`config.mk`:
```
export PLATFORM = sky130hd
export DESIGN_NAME = rf_wb_arbiter
export DESIGN_NICKNAME = d
export VERILOG_FILES = /design/src/rtl/rf_wb_arbiter.sv
export SDC_FILE = /design/constraint.sdc
export NUM_CORES = 1
export LEC_CHECK = 0
export ABC_AREA = 1
export ABC_CLOCK_PERIOD_IN_PS = 3740
export BUFFER_PORTS_ARGS = -buffer_cell sky130_fd_sc_hd__buf_2
export CORE_ASPECT_RATIO = 1.75
export CORE_MARGIN = 3
export CORE_UTILIZATION = 45
export CTS_BUF_LIST = sky130_fd_sc_hd__clkbuf_8
export DETAILED_ROUTE_END_ITERATION = 8
export GPL_TIMING_DRIVEN = 1
export PLACE_DENSITY = 0.65
export SLEW_MARGIN = 20
export SYNTH_ARGS = -nofsm -noshare
export SYNTH_HDL_FRONTEND = slang
export SYNTH_SLANG_ARGS = --single-unit
```
`constraint.sdc`:
```
create_clock -name clk -period 3.74 [get_ports clk]
set_input_delay 0.561 -clock clk [delete_from_list [all_inputs] [get_ports clk]]
set_output_delay 0.561 -clock clk [all_outputs]
set_load 0.01 [all_outputs]
```
`src/rtl/rf_wb_arbiter.sv`:
```
// ---------------------------------------------------------------------------
// rf_wb_arbiter
//
// Shares the single register-file write port between two sources:
//   A : in-order pipeline writeback. No backpressure, highest priority.
//   B : long-latency results (mul/div, load miss). They arrive over a
//       valid/ready handshake and wait in a small local FIFO.
// A busy-bit scoreboard tracks destinations issued to the long-latency unit
// and stalls decode on RAW/WAW hazards. A starvation guard stops A from
// blocking B forever: it raises pipe_hold for one cycle, and that cycle
// goes to B.
//
// Parameters:
//   DEPTH      - B FIFO entries (power of 2, >= 2)
//   STARVE_MAX - cycles the B head may lose to A before a hold is forced (>= 1)
//
// Ports:
//   clk, rst_n                 clock, asynchronous active-low reset
//   a_we, a_wr, a_wd           pipeline writeback request
//   b_valid, b_ready           long-latency handshake (b_ready = FIFO not full)
//   b_wr, b_wd                 long-latency destination / data
//   iss_valid, iss_rd          issue to the long-latency unit (sets busy bit)
//   dec_rs1, dec_rs2, dec_rd   decode-stage register numbers
//   dec_stall                  decode hazard on a busy register (combinational)
//   pipe_hold                  pipeline must present a_we=0 while this is high
//   rf_we, rf_wr, rf_wd        registered register-file write port
//
// Optional feature (macro RF_WB_BYPASS_EN):
//   Adds byp1_hit/byp1_data and byp2_hit/byp2_data. These forward the
//   committing write to decode. The busy bit being cleared is also masked
//   out of the stall term in the commit cycle, which saves one stall cycle.
// ---------------------------------------------------------------------------
module rf_wb_arbiter #(
   parameter int DEPTH      = 4,
   parameter int STARVE_MAX = 8
) (
   input  logic        clk,
   input  logic        rst_n,
   input  logic        a_we,
   input  logic [4:0]  a_wr,
   input  logic [31:0] a_wd,
   input  logic        b_valid,
   output logic        b_ready,
   input  logic [4:0]  b_wr,
   input  logic [31:0] b_wd,
   input  logic        iss_valid,
   input  logic [4:0]  iss_rd,
   input  logic [4:0]  dec_rs1,
   input  logic [4:0]  dec_rs2,
   input  logic [4:0]  dec_rd,
   output logic        dec_stall,
   output logic        pipe_hold,
`ifdef RF_WB_BYPASS_EN
   output logic        byp1_hit,
   output logic [31:0] byp1_data,
   output logic        byp2_hit,
   output logic [31:0] byp2_data,
`endif
   output logic        rf_we,
   output logic [4:0]  rf_wr,
   output logic [31:0] rf_wd
);

   localparam int PW = $clog2(DEPTH);
   localparam int CW = $clog2(STARVE_MAX) + 1;
   localparam logic [PW:0]   PTR_ONE     = 1;
   localparam logic [CW-1:0] CNT_ONE     = 1;
   localparam logic [CW-1:0] STARVE_LAST = CW'(STARVE_MAX - 1);

   logic [PW:0]   wr_ptr;
   logic [PW:0]   rd_ptr;
   logic [4:0]    fifo_wr [DEPTH];
   logic [31:0]   fifo_wd [DEPTH];
   logic          fifo_empty;
   logic          fifo_full;
   logic          push;
   logic          grant_b;
   logic [4:0]    head_wr;
   logic [31:0]   head_wd;
   logic [CW-1:0] starve_cnt;
   logic          rf_from_b;
   logic [31:0]   busy;
   logic [31:0]   busy_next;
   logic [31:0]   set_vec;
   logic [31:0]   clr_vec;
   logic [31:0]   busy_view;

   // The pointers carry one extra wrap bit. Equal pointers mean the FIFO is
   // empty. Equal index bits with different wrap bits mean it is full.
   assign fifo_empty = (wr_ptr == rd_ptr);
   assign fifo_full  = (wr_ptr[PW-1:0] == rd_ptr[PW-1:0]) && (wr_ptr[PW] != rd_ptr[PW]);
   assign b_ready    = !fifo_full;
   assign push       = b_valid && !fifo_full;
   assign grant_b    = !a_we && !fifo_empty;
   assign head_wr    = fifo_wr[rd_ptr[PW-1:0]];
   assign head_wd    = fifo_wd[rd_ptr[PW-1:0]];

   // FIFO storage has no reset. The pointers alone decide which entries
   // are valid.
   always_ff @(posedge clk) begin
      if (push) begin
         fifo_wr[wr_ptr[PW-1:0]] <= b_wr;
         fifo_wd[wr_ptr[PW-1:0]] <= b_wd;
      end
   end

   // Scoreboard next state. A commit from B clears its bit. An issue in the
   // same cycle is applied after the clear, so the set wins. x0 never
   // becomes busy.
   always_comb begin
      clr_vec = '0;
      set_vec = '0;
      if (rf_we && rf_from_b) clr_vec[rf_wr] = 1'b1;
      if (iss_valid) set_vec[iss_rd] = 1'b1;
      busy_next    = (busy & ~clr_vec) | set_vec;
      busy_next[0] = 1'b0;
   end

`ifdef RF_WB_BYPASS_EN
   // The committing register is forwarded, so it no longer has to stall.
   assign busy_view = busy & ~clr_vec;
   assign byp1_hit  = rf_we && (rf_wr == dec_rs1) && (rf_wr != 5'd0);
   assign byp2_hit  = rf_we && (rf_wr == dec_rs2) && (rf_wr != 5'd0);
   assign byp1_data = rf_wd;
   assign byp2_data = rf_wd;
`else
   assign busy_view = busy;
`endif

   assign dec_stall = busy_view[dec_rs1] | busy_view[dec_rs2] | busy_view[dec_rd];

   // Arbitration, the registered write port, the FIFO pointers, the
   // starvation guard and the busy bits, all on one clock with async reset.
   // A write to x0 still takes the grant (and pops B), but never raises
   // rf_we. The guard counts A wins while B waits. On the last allowed win
   // it raises pipe_hold for one cycle so that B gets the next grant.
   always_ff @(posedge clk or negedge rst_n) begin
      if (!rst_n) begin
         wr_ptr     <= '0;
         rd_ptr     <= '0;
         rf_we      <= 1'b0;
         rf_wr      <= '0;
         rf_wd      <= '0;
         rf_from_b  <= 1'b0;
         pipe_hold  <= 1'b0;
         starve_cnt <= '0;
         busy       <= '0;
      end else begin
         if (push)    wr_ptr <= wr_ptr + PTR_ONE;
         if (grant_b) rd_ptr <= rd_ptr + PTR_ONE;

         if (a_we) begin
            rf_we     <= (a_wr != 5'd0);
            rf_wr     <= a_wr;
            rf_wd     <= a_wd;
            rf_from_b <= 1'b0;
         end else if (!fifo_empty) begin
            rf_we     <= (head_wr != 5'd0);
            rf_wr     <= head_wr;
            rf_wd     <= head_wd;
            rf_from_b <= 1'b1;
         end else begin
            rf_we     <= 1'b0;
            rf_from_b <= 1'b0;
         end

         pipe_hold <= 1'b0;
         if (a_we && !fifo_empty) begin
            if (starve_cnt == STARVE_LAST) begin
               pipe_hold  <= 1'b1;
               starve_cnt <= '0;
            end else begin
               starve_cnt <= starve_cnt + CNT_ONE;
            end
         end else begin
            starve_cnt <= '0;
         end

         busy <= busy_next;
      end
   end

`ifndef SYNTHESIS
   // While pipe_hold is high the pipeline must not write back.
   a_we_during_hold: assert property (@(posedge clk) disable iff (!rst_n) pipe_hold |-> !a_we);
`endif

endmodule

```
Yosys cells after proc, flatten, opt, wreduce, memory -nomap -nowiden

Memory sizes are Yosys's and may differ from the RTL's.
Cells that the tools add are included.

Register bits after elaboration: 81
RAM bits: 148
Input port bits: 99
Memories kept: 2

Memories:

| name    | words | width | rd ports | clocked after memory_dff | wr ports | RTL line | text |
|---|---|---|---|---|---|---|---|
| fifo_wd | 4     | 32    | 1        | 0                        | 1        | 73       | `logic [31:0] fifo_wd [DEPTH];` |
| fifo_wr | 4     | 5     | 1        | 0                        | 1        | 72       | `logic [4:0] fifo_wr [DEPTH];` |

Add/subtract/negate cells: 3
Magnitude comparators: 7
Eq/ne operators: 5
Muxes and demuxes: 26
Bitwise operators: 5
Reduce and logical (&&, ||, !) cells: 12

Operator list:

| kind                                                                                 | number |
|---|---|
| 32-bit two-way mux                                                                   | 4 |
| 32-bit AND                                                                           | 1 |
| 32-bit NOT                                                                           | 1 |
| 32-bit bitwise OR                                                                    | 1 |
| 5-bit by 6-bit < comparator with 1-bit output (second input constant)                | 5 |
| 1-bit binary-select mux with 5-bit select                                            | 3 |
| 1-bit two-way mux                                                                    | 13 |
| 1-bit demux with 5-bit select                                                        | 2 |
| 5-bit by 1-bit greater-or-equal comparator with 1-bit output (second input constant) | 2 |
| 5-bit two-way mux                                                                    | 2 |
| 5-bit nonzero test                                                                   | 2 |
| 4-bit two-way mux                                                                    | 2 |
| 1-bit logical AND                                                                    | 7 |
| 3-bit by 1-bit adder with 3-bit output (second input constant)                       | 2 |
| 4-bit by 1-bit adder with 4-bit output (second input constant)                       | 1 |
| 4-bit by 3-bit equality test with 1-bit output (second input constant)               | 1 |
| 3-bit equality test                                                                  | 1 |
| 1-bit logical NOT                                                                    | 3 |
| 2-bit equality test                                                                  | 1 |
| 2-bit inequality test (second input constant)                                        | 1 |
| 1-bit bitwise OR                                                                     | 2 |
| 1-bit inequality test                                                                | 1 |

Logic depth before layout (Yosys ltp)

Depth after elaboration: 8
Depth in mapped cells: 11

Least setup slack after synthesis

OpenSTA, ideal clock, no wires.

Path kind: register to register
Start: reg rd_ptr[2]
End: mem fifo_wd[0][0] (enable)
Setup time: 0.431 ns
Arrival time: 2.554 ns
Required time: 3.309 ns
Setup slack: 0.755 ns
Cell stages (with the launch flop): 5
Path buffers: 0
Path through: dfrtp_1 -> xnor2_1 -> nand2b_2 -> nand2_4 -> nor2_1

Word-level cells in the longest chain between the ends: 6

Ends and longest elaborated chain:

| element                                 | RTL line | text |
|---|---|---|
| from (decl)                             | 71       | `logic [PW:0] rd_ptr;` |
| from (signal assigned)                  | 150      | `if (grant_b) rd_ptr <= rd_ptr + PTR_ONE;` |
| 1-bit inequality test                   | 91       | `assign fifo_full = (wr_ptr[PW-1:0] == rd_ptr[PW-1:0]) && (wr_ptr[PW] != rd_ptr[PW]);` |
| 1-bit logical AND                       | 91       |  |
| 1-bit logical NOT                       | -        |  |
| named net b_ready                       | 43       | `output logic b_ready,` |
| 1-bit logical AND                       | 93       | `assign push = b_valid && !fifo_full;` |
| 1-bit two-way mux                       | 101      | `if (push) begin` |
| 1-bit two-way mux (implied by the code) | 103      | `fifo_wd[wr_ptr[PW-1:0]] <= b_wd;` |
| to (decl)                               | 73       |  |

The timed path passes the listed nets, and every way through them passes these cells.

Worst setup path after layout

Start: in dec_rs1[0]
End: out dec_stall

Word-level cells in the longest chain between the ends: 4

Ends and longest elaborated chain:

| element                                   | RTL line | text |
|---|---|---|
| from (decl)                               | 48       | `input logic [4:0] dec_rs1,` |
| 1-bit binary-select mux with 5-bit select | 130      | `assign dec_stall = busy_view[dec_rs1] \| busy_view[dec_rs2] \| busy_view[dec_rd];` |
| 1-bit two-way mux (implied by the code)   | 130      |  |
| 1-bit bitwise OR (2 in a row)             | 130      |  |
| to (decl)                                 | 51       | `output logic dec_stall,` |

No other way between the ends. The select of a mux whose other input is x is not followed.

==> results.md <==
- The number of iterations in the first detailed-routing pass is 5.
- The synthesized area per cell is 10.12 µm².
- The violation count after the first detailed-route iteration is 556.
- The sum of overflow across all layers after global routing is 0.
- The startpoint of the worst register-to-register path is rd_ptr[0].
- The tightest hold path in the finished design has a slack of -0.0008175 ns.
- The final clock skew is 0.01447 ns.
- The HPWL after detailed placement is 19.53 mm.
- The number of antenna diodes in the final layout is 0.
- 140 I/O pins were placed.
- The floorplan has 71 rows.
- STA puts the critical path data arrival time at 1.93 ns.
- The Yosys step of the flow raised 0 warnings.
- For this run, the leading register cell type out of synthesis is sky130_fd_sc_hd__edfxtp_1.
- The maximum number of pins on one net before global-route repair is 61.
- In the routed design, unresolved DRC markers number 0.
- The number of slew-limit violations in the final report is 0.
- The post-synthesis cell area is 10050 µm².
- Total power for the finished layout comes to 8.939 mW.
- Dividing the final minimum period by the clock period gives 0.6661.
- The first global-routing pass estimated 42.88 mm of wire.
- In this run, synthesis inferred 148 flip-flops with an integrated enable.
- Port buffering added 139 buffers.
- Clock-pin slew was measured on the worst setup and hold paths at 0.06 ns.
- No sink is reached through more buffers than the 3 on the longest clock path.
- The count of clock tree sinks is 229.
- The die covers 24220 µm².
- For the worst setup path, the data required time is 3.18 ns.
- The routability-driven placement congestion ratio is 1.027.
- The count of hold-fix buffers inserted at cts is 0.
- The tightest min-delay check is of the in -> async type.
- The worst path needs 2.491 ns of the cycle, external delays included.
- Of the synthesized area, sequential elements account for 0.6442.
- The highest achievable clock rate is 0.4014 GHz.
- The peak fanout along the critical path is 17.
- The setup TNS is 0 ns.
- Setup repair after global routing left no endpoint under its margin.
- Post-CTS repair changed the size of 0 cells.
- The net count reported at finish is 1234.
- Clock tree synthesis selected as its root buffer the cell sky130_fd_sc_hd__clkbuf_8.
- The number of buffers created by CTS is 31.
- The initial antenna violation count is 0.
- The detail route stage leaves a number of antenna-violating nets equal to 0.
- For this design the static power due to leakage is 4.834 nW.
- The filler cell count in the final layout is 1978.
- The checks that failed: negative hold slack.
- Dividing the detail-routed wire length by the instance count gives 19.41 µm.
- After floorplanning, the core was sized to cover 21760 µm².
- At the pin with the least slew margin, the transition time is 0.9872 ns.
- The clock latency at the later pin of the worst-skew pair is 0.57 ns.
- The critical path start-end classification is in -> out.
- The last element of the critical path is dec_stall.
- The final number of setup-violating endpoints is 0.
- The number of maximum-capacitance violations is 0.
- The area growth from synthesis to layout is 15.44%.
- The total number of H-tree levels is 1.
- For this run, the total global-route usage over all layers was measured as 0.2280.
- Measured along the y axis, the die boundary spans 203.7 µm.
- The TritonCTS clock tree is yes.
- The x dimension of the die is 118.9 µm.
- In the routed layout, each cell is associated on average with a via count of 5.475.
- The maximum resistive drop on vdd is 0.4115 mV.
- The final hold violation count is 1.
- The number of global-route vias before repair is 7906.
- The instance count of the mapped netlist is 993.
- The wire length after detailed routing is 28.06 mm.
- In this run the worst setup path begins at dec_rs1[0].
- For the worst flop-to-flop path, the logic depth is 6.
- In this run the power density over the cells is 770.8 nW/µm².
- The initial core utilization is 0.4616.
- The capture point of the worst reg-to-reg path is fifo_wd[3][31].
- The headroom to the max-slew limit is 0.3409.
- Counting every net in the synthesized netlist gives 1098.
- The run finished, with violations left.
- The count of cell types in the netlist is 32.
- Of the cells placed in the final design, the portion with a size suffix greater than 1 is 0.1828.
- In this run the register-to-register setup slack is 1.28 ns.
- In the synthesized netlist the async set-or-reset flop fraction comes to 0.3537.
- Buffers added to address setup during post-CTS repair amount to 0.
- The category of the worst setup path launch point is an input pin.
- The detailed router placed 7917 vias in this run.
- The worst setup path is captured at an output pin.
- After synthesis the netlist holds a flip-flop and latch count of 229.
[cell type report]
| class | count | area (µm²) | area share |
|---|---|---|---|
| timing repair buffer | 152 | 795.8 | 0.06862 |
| tap | 292 | 365.4 | 0.03150 |
| clock inverter | 18 | 75.07 | 0.006473 |
| clock buffer | 40 | 550.5 | 0.04747 |
| sequential | 229 | 6472 | 0.5581 |
| inverter | 56 | 210.2 | 0.01812 |
| multi-input combinational | 659 | 3128 | 0.2697 |
[synthesized netlist by cell type, types with 2 or more instances]
cell                         n  area [µm²]
sky130_fd_sc_hd__a21oi_1    49       245.2
sky130_fd_sc_hd__buf_2      21       105.1
sky130_fd_sc_hd__buf_4       5       37.54
sky130_fd_sc_hd__buf_6       4       45.04
sky130_fd_sc_hd__clkbuf_1   19       71.32
sky130_fd_sc_hd__dfrtp_1    81        2027
sky130_fd_sc_hd__edfxtp_1  148        4444
sky130_fd_sc_hd__ha_1        6       75.07
sky130_fd_sc_hd__inv_1      51       191.4
sky130_fd_sc_hd__inv_2       4       15.01
sky130_fd_sc_hd__nand2_1   184       690.7
sky130_fd_sc_hd__nand2_2     2       12.51
sky130_fd_sc_hd__nand3_1   112       560.5
sky130_fd_sc_hd__nor2_1    110       412.9
sky130_fd_sc_hd__nor2_4      2       22.52
sky130_fd_sc_hd__nor3_1      3       15.01
sky130_fd_sc_hd__o211ai_1    3       22.52
sky130_fd_sc_hd__o21ai_0   128       640.6
sky130_fd_sc_hd__o21ai_1     8       40.04
sky130_fd_sc_hd__o221ai_1    3       26.28
sky130_fd_sc_hd__o22ai_1    33       206.5
sky130_fd_sc_hd__xnor2_1     2       17.52
sky130_fd_sc_hd__xor2_1      6       52.55
[power breakdown]
| group | total (mW) | leakage (nW) | switching [mW] | internal (mW) |
|---|---|---|---|---|
| Combinational | 2.95 | 2.19 | 1.99 | 0.967 |
| Clock | 1.85 | 0.367 | 0.891 | 0.956 |
| Sequential | 4.14 | 2.28 | 0.615 | 3.52 |
[layout by cell type (no fill, tap or decap), types with 2 or more instances in the layout]
cell type and n:
sky130_fd_sc_hd__nand3_1 112, sky130_fd_sc_hd__nor2_4 5, sky130_fd_sc_hd__edfxtp_1 148, sky130_fd_sc_hd__dfrtp_1 80, sky130_fd_sc_hd__ha_1 6, sky130_fd_sc_hd__o22ai_1 33, sky130_fd_sc_hd__nand2_1 184, sky130_fd_sc_hd__clkbuf_8 40
sky130_fd_sc_hd__buf_4 14, sky130_fd_sc_hd__nand2_2 2, sky130_fd_sc_hd__clkinv_2 3, sky130_fd_sc_hd__o21ai_1 8, sky130_fd_sc_hd__nor2_1 107, sky130_fd_sc_hd__o211ai_1 3, sky130_fd_sc_hd__xnor2_1 2, sky130_fd_sc_hd__o21ai_0 128
sky130_fd_sc_hd__o221ai_1 3, sky130_fd_sc_hd__clkinv_1 3, sky130_fd_sc_hd__buf_2 138, sky130_fd_sc_hd__nor3_1 3, sky130_fd_sc_hd__a21oi_1 49, sky130_fd_sc_hd__xor2_1 6, sky130_fd_sc_hd__inv_1 63, sky130_fd_sc_hd__inv_2 4
[worst max-delay path, stage by stage]
cell                      delay (ns)
sky130_fd_sc_hd__buf_2          0.29
sky130_fd_sc_hd__inv_1          0.31
sky130_fd_sc_hd__nand2_1        0.12
sky130_fd_sc_hd__nand3_1        0.07
sky130_fd_sc_hd__nand3_1        0.10
sky130_fd_sc_hd__nand2_1        0.06
sky130_fd_sc_hd__nand2_1        0.05
sky130_fd_sc_hd__nand3_1        0.06
sky130_fd_sc_hd__nand2_1        0.08
sky130_fd_sc_hd__nand3_1        0.07
sky130_fd_sc_hd__buf_2          0.14
[metrics by stage]
stage	worst slack [ns]	instance area [µm²]	util	std cells	hold WS, ns
floorplan	0.7553	10050	-	993	0.2654
finish	1.249	11600	0.5329	1446	-0.0008175
global placement	1.257	10970	0.5041	1388	0.4658
global route	1.060	11600	0.5329	1446	0.01557
CTS	1.236	11600	0.5329	1446	0.003883
detailed placement	1.273	10970	0.5041	1388	0.4719
[kinds of logic (layout without fill, tap and decap cells)]
logic type                 count (synthesis)  count (layout)  synth area share
AOI/OAI and AO/OA                        225             225            0.1182
xor gates and xnor gates                   8               8          0.006975
adders and majority gates                  6               6          0.007473
buffers and inverters                    105             266           0.04670
DFF                                      229             229            0.6442
and+or+nand+nor                          420             420            0.1765
[layer usage]
layer | vias up | wire length, µm | global-route usage
met5 | - | 0 | 0
met2 | 277 | 15600 | 0.4344
li1 | 3723 | - | -
met4 | 0 | 1531 | 0.1297
met3 | 87 | 1089 | 0.02580
met1 | 3830 | 9838 | 0.2395
[registers in the layout, indices dropped and copies added, names as in the netlist]
name / flops
rf_wd: 32
fifo_wr: 20
rf_from_b: 1
rf_we: 1
busy: 31
fifo_wd: 128
pipe_hold: 1
rf_wr: 5
wr_ptr: 3
starve_cnt: 4
rd_ptr: 3
[worst min path at each step]
| stage | end | slack, ns | cells after the start |
|---|---|---|---|
| 2_1_floorplan | busy[10] | 0.27 | 0 |
| 3_3_place_gp | starve_cnt[0] | 0.47 | 1 |
| 3_5_place_dp | starve_cnt[0] | 0.47 | 1 |
| 4_1_cts | rf_wd[23] | 0.004 | 1 |
| 5_1_grt | rf_wd[24] | 0.02 | 1 |
| 6_report | rf_wd[24] | -0.0008 | 1 |
No activity file was read; power rests on OpenSTA's default activity.
